`src/rtl/pwm_multi_gen.sv`:
```
// pwm_multi_gen: multi-channel PWM with a shared period and prescaler, and double-buffered
// registers that update at period boundaries. Define PWM_CENTER_ALIGN_EN to build the up-down mode.
module pwm_multi_gen #(
    parameter int N_CH    = 4,
    parameter int W       = 8,
    parameter int PRESC_W = 8,
    parameter int ADDR_W  = 5,
    localparam int DATA_W = (W > PRESC_W) ? W : PRESC_W
) (
    input  logic              clk,
    input  logic              rst,
    input  logic              en,
    input  logic              wr_valid,
    input  logic [ADDR_W-1:0] wr_addr,
    input  logic [DATA_W-1:0] wr_data,
    output logic [N_CH-1:0]   pwm_out,
    output logic              period_tick
);

    localparam logic [ADDR_W-1:0] ADDR_PERIOD = ADDR_W'(0);
    localparam logic [ADDR_W-1:0] ADDR_PRESC  = ADDR_W'(1);

    logic [W-1:0]       period_sh;
    logic [W-1:0]       period_act;
    logic [PRESC_W-1:0] presc_sh;
    logic [PRESC_W-1:0] presc_act;
    logic [W-1:0]       duty_sh  [N_CH];
    logic [W-1:0]       duty_act [N_CH];

    logic [PRESC_W-1:0] pc;
    logic [W-1:0]       cnt;
    logic [W-1:0]       cnt_next;
    logic               tick;
    logic               boundary;
    logic               boundary_q;
    logic               load_act;

`ifdef PWM_CENTER_ALIGN_EN
    localparam logic [ADDR_W-1:0] ADDR_MODE = ADDR_W'(N_CH + 2);

    typedef enum logic {DIR_UP, DIR_DOWN} dir_t;

    logic mode_sh;
    logic mode_act;
    dir_t dir_q;
    dir_t dir_next;
`endif

    // Stopped: active registers track the shadows so a restart uses fresh values.
    assign load_act = !en || boundary;

    always_ff @(posedge clk) begin
        if (rst) begin
            period_sh <= '1;
            presc_sh  <= '0;
            for (int i = 0; i < N_CH; i++) begin
                duty_sh[i] <= '0;
            end
        end else if (wr_valid) begin
            if (wr_addr == ADDR_PERIOD) begin
                period_sh <= wr_data[W-1:0];
            end
            if (wr_addr == ADDR_PRESC) begin
                presc_sh <= wr_data[PRESC_W-1:0];
            end
            for (int i = 0; i < N_CH; i++) begin
                if (wr_addr == ADDR_W'(i + 2)) begin
                    duty_sh[i] <= wr_data[W-1:0];
                end
            end
        end
    end

    always_ff @(posedge clk) begin
        if (rst) begin
            period_act <= '1;
            presc_act  <= '0;
            for (int i = 0; i < N_CH; i++) begin
                duty_act[i] <= '0;
            end
        end else if (load_act) begin
            period_act <= period_sh;
            presc_act  <= presc_sh;
            for (int i = 0; i < N_CH; i++) begin
                duty_act[i] <= duty_sh[i];
            end
        end
    end

`ifdef PWM_CENTER_ALIGN_EN
    always_ff @(posedge clk) begin
        if (rst) begin
            mode_sh <= 1'b0;
        end else if (wr_valid && (wr_addr == ADDR_MODE)) begin
            mode_sh <= wr_data[0];
        end
    end

    always_ff @(posedge clk) begin
        if (rst) begin
            mode_act <= 1'b0;
        end else if (load_act) begin
            mode_act <= mode_sh;
        end
    end
`endif

    // Counter state register: prescaler always runs, main counter moves only on a tick.
    always_ff @(posedge clk) begin
        if (rst || !en) begin
            pc  <= '0;
            cnt <= '0;
`ifdef PWM_CENTER_ALIGN_EN
            dir_q <= DIR_UP;
`endif
        end else if (tick) begin
            pc  <= '0;
            cnt <= cnt_next;
`ifdef PWM_CENTER_ALIGN_EN
            dir_q <= dir_next;
`endif
        end else begin
            pc <= pc + PRESC_W'(1);
        end
    end

    // Next-state logic; the up-down sequence overrides the edge-mode defaults.
    always_comb begin
        tick     = en && (pc == presc_act);
        boundary = tick && (cnt >= period_act);
        cnt_next = (cnt >= period_act) ? '0 : cnt + W'(1);
`ifdef PWM_CENTER_ALIGN_EN
        dir_next = DIR_UP;
        if (mode_act) begin
            dir_next = dir_q;
            if (period_act == '0) begin
                boundary = tick;
                cnt_next = '0;
                dir_next = DIR_UP;
            end else if ((cnt == W'(1)) && ((dir_q == DIR_DOWN) || (period_act == W'(1)))) begin
                boundary = tick;
                cnt_next = '0;
                dir_next = DIR_UP;
            end else if ((dir_q == DIR_UP) && (cnt < period_act)) begin
                boundary = 1'b0;
                cnt_next = cnt + W'(1);
            end else begin
                boundary = 1'b0;
                cnt_next = cnt - W'(1);
                dir_next = DIR_DOWN;
            end
        end
`endif
    end

    // period_tick is delayed twice so it lines up with pwm_out showing the new period's cnt = 0.
    always_ff @(posedge clk) begin
        if (rst) begin
            pwm_out     <= '0;
            boundary_q  <= 1'b0;
            period_tick <= 1'b0;
        end else begin
            for (int i = 0; i < N_CH; i++) begin
                pwm_out[i] <= en && (cnt < duty_act[i]);
            end
            boundary_q  <= boundary;
            period_tick <= en && boundary_q;
        end
    end

endmodule

```
`config.mk`:
```
export PLATFORM = sky130hd
export DESIGN_NAME = pwm_multi_gen
export DESIGN_NICKNAME = d
export VERILOG_FILES = /design/src/rtl/pwm_multi_gen.sv
export SDC_FILE = /design/constraint.sdc
export NUM_CORES = 1
export LEC_CHECK = 0
export BUFFER_PORTS_ARGS = -buffer_cell sky130_fd_sc_hd__buf_2
export CAP_MARGIN = 20
export CORE_MARGIN = 5
export CORE_UTILIZATION = 40
export DETAILED_ROUTE_END_ITERATION = 12
export GPL_TIMING_DRIVEN = 0
export SLEW_MARGIN = 5
export SYNTH_ARGS = -nofsm -noshare
export SYNTH_HDL_FRONTEND = slang
export SYNTH_SLANG_ARGS = --single-unit
```
`constraint.sdc`:
```
create_clock -name clk -period 5.1 [get_ports clk]
set_input_delay 0.51 -clock clk [delete_from_list [all_inputs] [get_ports clk]]
set_output_delay 0.51 -clock clk [all_outputs]
set_load 0.02 [all_outputs]
```
# ---- After elaboration in Yosys (flattened, before gate mapping)
# Memories as Yosys holds them, arrays and structs flattened.
# Index checks and enable logic that the tools add are counted.
# Widths: inputs -> output; s select.
dict set report classes {
  bitwise 8
  addsub 2
  n_mul 0
  mux 30
  eq_ne 6
  n_shift 0
  div_mod_pow 0
  order_cmp 5
  n_reduce_logical 14
}
# op count
set ops {}
lappend ops {{$mux 8} 9}
lappend ops {{$lt 8x8->1} 4}
lappend ops {{$mux 1} 21}
lappend ops {{$add 8x1->8 const B} 2}
lappend ops {{$eq 5x2->1 const B} 2}
lappend ops {{$eq 5x3->1 const B} 2}
lappend ops {{$eq 8x8->1} 1}
lappend ops {{$ge 8x8->1} 1}
lappend ops {{$or 1x1->1} 8}
lappend ops {{$logic_and 1x1->1} 7}
lappend ops {{$eq 5x1->1 const B} 1}
lappend ops {{$logic_not 5->1} 1}
lappend ops {{$reduce_and 2->1} 2}
lappend ops {{$logic_or 1x1->1} 2}
lappend ops {{$reduce_or 2->1} 1}
lappend ops {{$logic_not 1->1} 1}
dict set report word_totals {
  out_inout_bits 5
  elab_cells 76
  mem_bits_rw 64
  mem_count 2
  latch_bits 0
  reg_bits 54
  inputBits 17
  rom_bits 0
}
# memory depth word_bits rd rd_clocked_by_memory_dff write_ports line
set memory_table {}
lappend memory_table {duty_act 4 8 4 0 4 28} ;# logic [W-1:0] duty_act [N_CH];
lappend memory_table {duty_sh 4 8 4 0 4 27} ;# logic [W-1:0] duty_sh [N_CH];

# ---- Logic depth before layout (Yosys ltp)
dict set report logic_depth {
  ltp_word 8
  mapped_depth 9
  mapped_depth_nobuf 8
}

# ---- Worst setup path before layout
# Ideal clock, no wire load.
dict set report synth_timing {
  kind {register -> register}
  startpoint {register cnt[7]}
  endpoint {memory duty_act[0][0], enable pin}
  synth_period_minus_slack_ns 2.491
  path_buffers 0
  t_arrival_ns 2.101
  required_ns 4.711
  stages_incl_launch_ff 6
  setup_time_ns 0.389
  setup_slack_ns 2.609
  path_cell_list {dfxtp_1 > ha_1 > nand4_1 > o31ai_4 > nand2_1 > nand2_1}
}
# item line
set synth_lines {}
lappend synth_lines {{from (decl)} 31} ;# logic [W-1:0] cnt;
lappend synth_lines {{from (signal assigned)} 118} ;# cnt <= cnt_next;
lappend synth_lines {{to (decl)} 28}

==> results.md <==
- Longest Clk Path Bufs: 2
- Post-synth top area share: between 30% and 40%
- CP endpoint kind: flop
- Die W: approximately 130 um
- WL final: 10700 um
- Synth area leaders: edfxtp_1, dfxtp_1, ha_1, and2_1, mux2i_1
- Die Ht: 127 um
- Area grow syn2layout: 18.8%
- Die footprint: 16200 um^2
- Register area share after synthesis: 54.7%
- Grt peak-use layer: met2
- Sequential Area: 3000 um^2
- Total track usage: between 10% and 20%
- Kind of critical path: reg2reg
- Largest net degree at the start of global routing: 21
- Syn Std Cell Area: 5490 um^2
- Met2 global-route usage: about a fifth
- # fillers: 1235
- PD cells: 388 nW/um^2
- Max cap viols: 0
- Vias in the first global route: 3387
- RSZ-0062 raised after global routing: false
- TritonCTS Buffers: 17
- Synthesized Nets: 541
- Vias: 3462
- Starting Density: 41.1%
- Clock root buffer: clkbuf_16
- Fin cells: between 700 and 800
- I/O Buffers: 21
- Period minus WS final: 2.75 ns
- Synth area leader: edfxtp_1
- Layout cells sized above 1: about an eighth
- Initial drt markers: 176
- Pleak: around 2.7 nW
- HP Class: in2reg
- Flop and latch count out of synthesis: 118
- Resized Gates After CTS: 0
- Setup Skew: around 0.0055 ns
- Drt drc: 0
- Final setup vio count: 0
- Setup TNS: 0 ns
- Final HPWL DP: slightly below 8000 um
- Grt ovf: 0
- Mean Syn Cell Area: 11.3 um^2
- Routing usage on met1: 20.3%
- EDFF count, synth: 64
- Antenna-violating nets left: 0
- Most frequent cells in the layout: and2_1, edfxtp_1, dfxtp_1, nor2_1
- Commonest non-fill, non-tap cell in the layout: and2_1
- WP data required: 5.22 ns
- Max Fclk: 363 MHz
- Ports: 22
- Met3 usage: under 10%
- Vias per cell: slightly below 5
- Relative slew slack: 42.1%
- Final core utilization: 48.8%
- Max-slew violations: 0
- Number of antenna violations at the first check in global routing: 0
- Worst IR Drop VDD: 0.190 mV
- H-tree levels: 4
- Cells after DPL: 684
- CTS tree: built
- GPL Wtd Cong: between 0.8 and 0.9
- CORE AREA: 13300 um^2
- First-pass GRT wire length: 17600 um
- Clk_lat worst skew: between 0.4 and 0.5 ns
- Clock-pin slew on the worst setup and hold paths: 0.06 ns
- Critical Path Fanout Max: 20
- Buffer count from post-CTS setup fixing: 0
- Synth warn: 0
- Fin nets: 582
- Cts-stage hold buffer count: 0
- Drt first pass iters: 4
- Antenna fix cells: 0
- Area of the multi-input gates: 2250 um^2
- Routed len/inst: around 15 um
- Status: complete, no violations
- Async S/R FF share, synth: 0%
- Yosys cell types: 43
- Syn Inst Count: 486
- CP Data Arrival Time: 2.87 ns
- Final Hold Vio Count: 0
- CTS sink cnt: between 100 and 150
- CP Launch Type: flop
- Worst slew pin tran: roughly 0.87 ns
- Ys flop type: edfxtp_1
- Rows: between 40 and 50
- Fin crit share: 54.0%
[cells in the mapped netlist (11+ instances only)]
cell type and count:
and2_1 65, edfxtp_1 64, dfxtp_1 54, nor2_1 41, ha_1 38, inv_1 38
mux2i_1 17, a21oi_1 15, o21ai_0 14, nor3_1 13, nand2_1 12, nor2b_1 11
xnor2_1 11
[critical path, cell delays in order (launching register included)]
cell	delay, ns
dfxtp_1	0.58
ha_1	0.30
o21a_1	0.14
nor2_1	0.06
o31ai_4	0.48
nand2_1	0.13
nand2_1	0.52
buf_16	0.24
[flip-flops by register name, indices dropped and copies added (netlist names)]
| name | flops |
|---|---|
| presc_sh | 8 |
| period_sh | 8 |
| period_act | 8 |
| presc_act | 8 |
| period_tick | 1 |
| pc | 8 |
| boundary_q | 1 |
| cnt | 8 |
| pwm_out | 4 |
| duty_act | 32 |
| duty_sh | 32 |
[area by class of cell]
| type | count | share of cell area (%) |
|---|---|---|
| Clock inverter | 15 | 3.86 |
| Clock buffer | 17 | 6.53 |
| Tap cell | 176 | 3.38 |
| Sequential cell | 118 | 46.1 |
| Inverter | 38 | 2.19 |
| Buffer | 15 | 1.32 |
| Multi-Input combinational cell | 315 | 34.6 |
| Timing Repair Buffer | 22 | 2.04 |
[stage by stage]
step	total power, mW	hold slack [ns]	area (um^2)	setup slack [ns]
2_1_floorplan	1.15	0.406	5490	2.61
3_3_place_gp	1.19	0.432	5810	2.06
3_5_place_dp	1.20	0.440	5840	2.33
4_1_cts	2.55	0.382	6520	2.32
5_1_grt	2.62	0.385	6520	2.18
6_report	2.53	0.395	6520	2.35
[power breakdown]
| group | total (mW) | switching (mW) | internal (mW) |
|---|---|---|---|
| Combinational | 0.123 | 0.0753 | 0.0480 |
| Sequential | 1.05 | 0.0125 | 1.04 |
| Clock | 1.35 | 0.433 | 0.918 |
[worst paths after layout]
path,startpoint,to,slack [ns],depth (start not counted)
min reg2reg,boundary_q,period_tick,0.44,1
max reg2reg,cnt[2],duty_act[0][1],2.35,7
min,wr_data[5],period_sh[5],0.40,2
max,cnt[2],duty_act[0][1],2.35,7
[cells by family (layout without fill, tap and decap cells)]
group                    after synthesis  in the layout  synth area share, %
multiplexers                          17             17                 3.10
adder cells (fa/ha/maj)               38             38                 8.67
AO/OA/AOI/OAI                         64             64                 8.60
XOR/XNOR                              14             14                 2.23
flip-flops                           118            118                 54.7
buffers and inverters                 53            107                 4.17
AND/OR/NAND/NOR                      182            182                 18.5
[layer usage]
| metal | wire [um] | vias up |
|---|---|---|
| li1 | - | 1782 |
| met1 | 5510 | 1619 |
| met2 | 4630 | 48 |
| met3 | 375 | 13 |
| met4 | 141 | 0 |
| met5 | 0 | - |
Note: power is estimated with default switching activity, not from simulation.
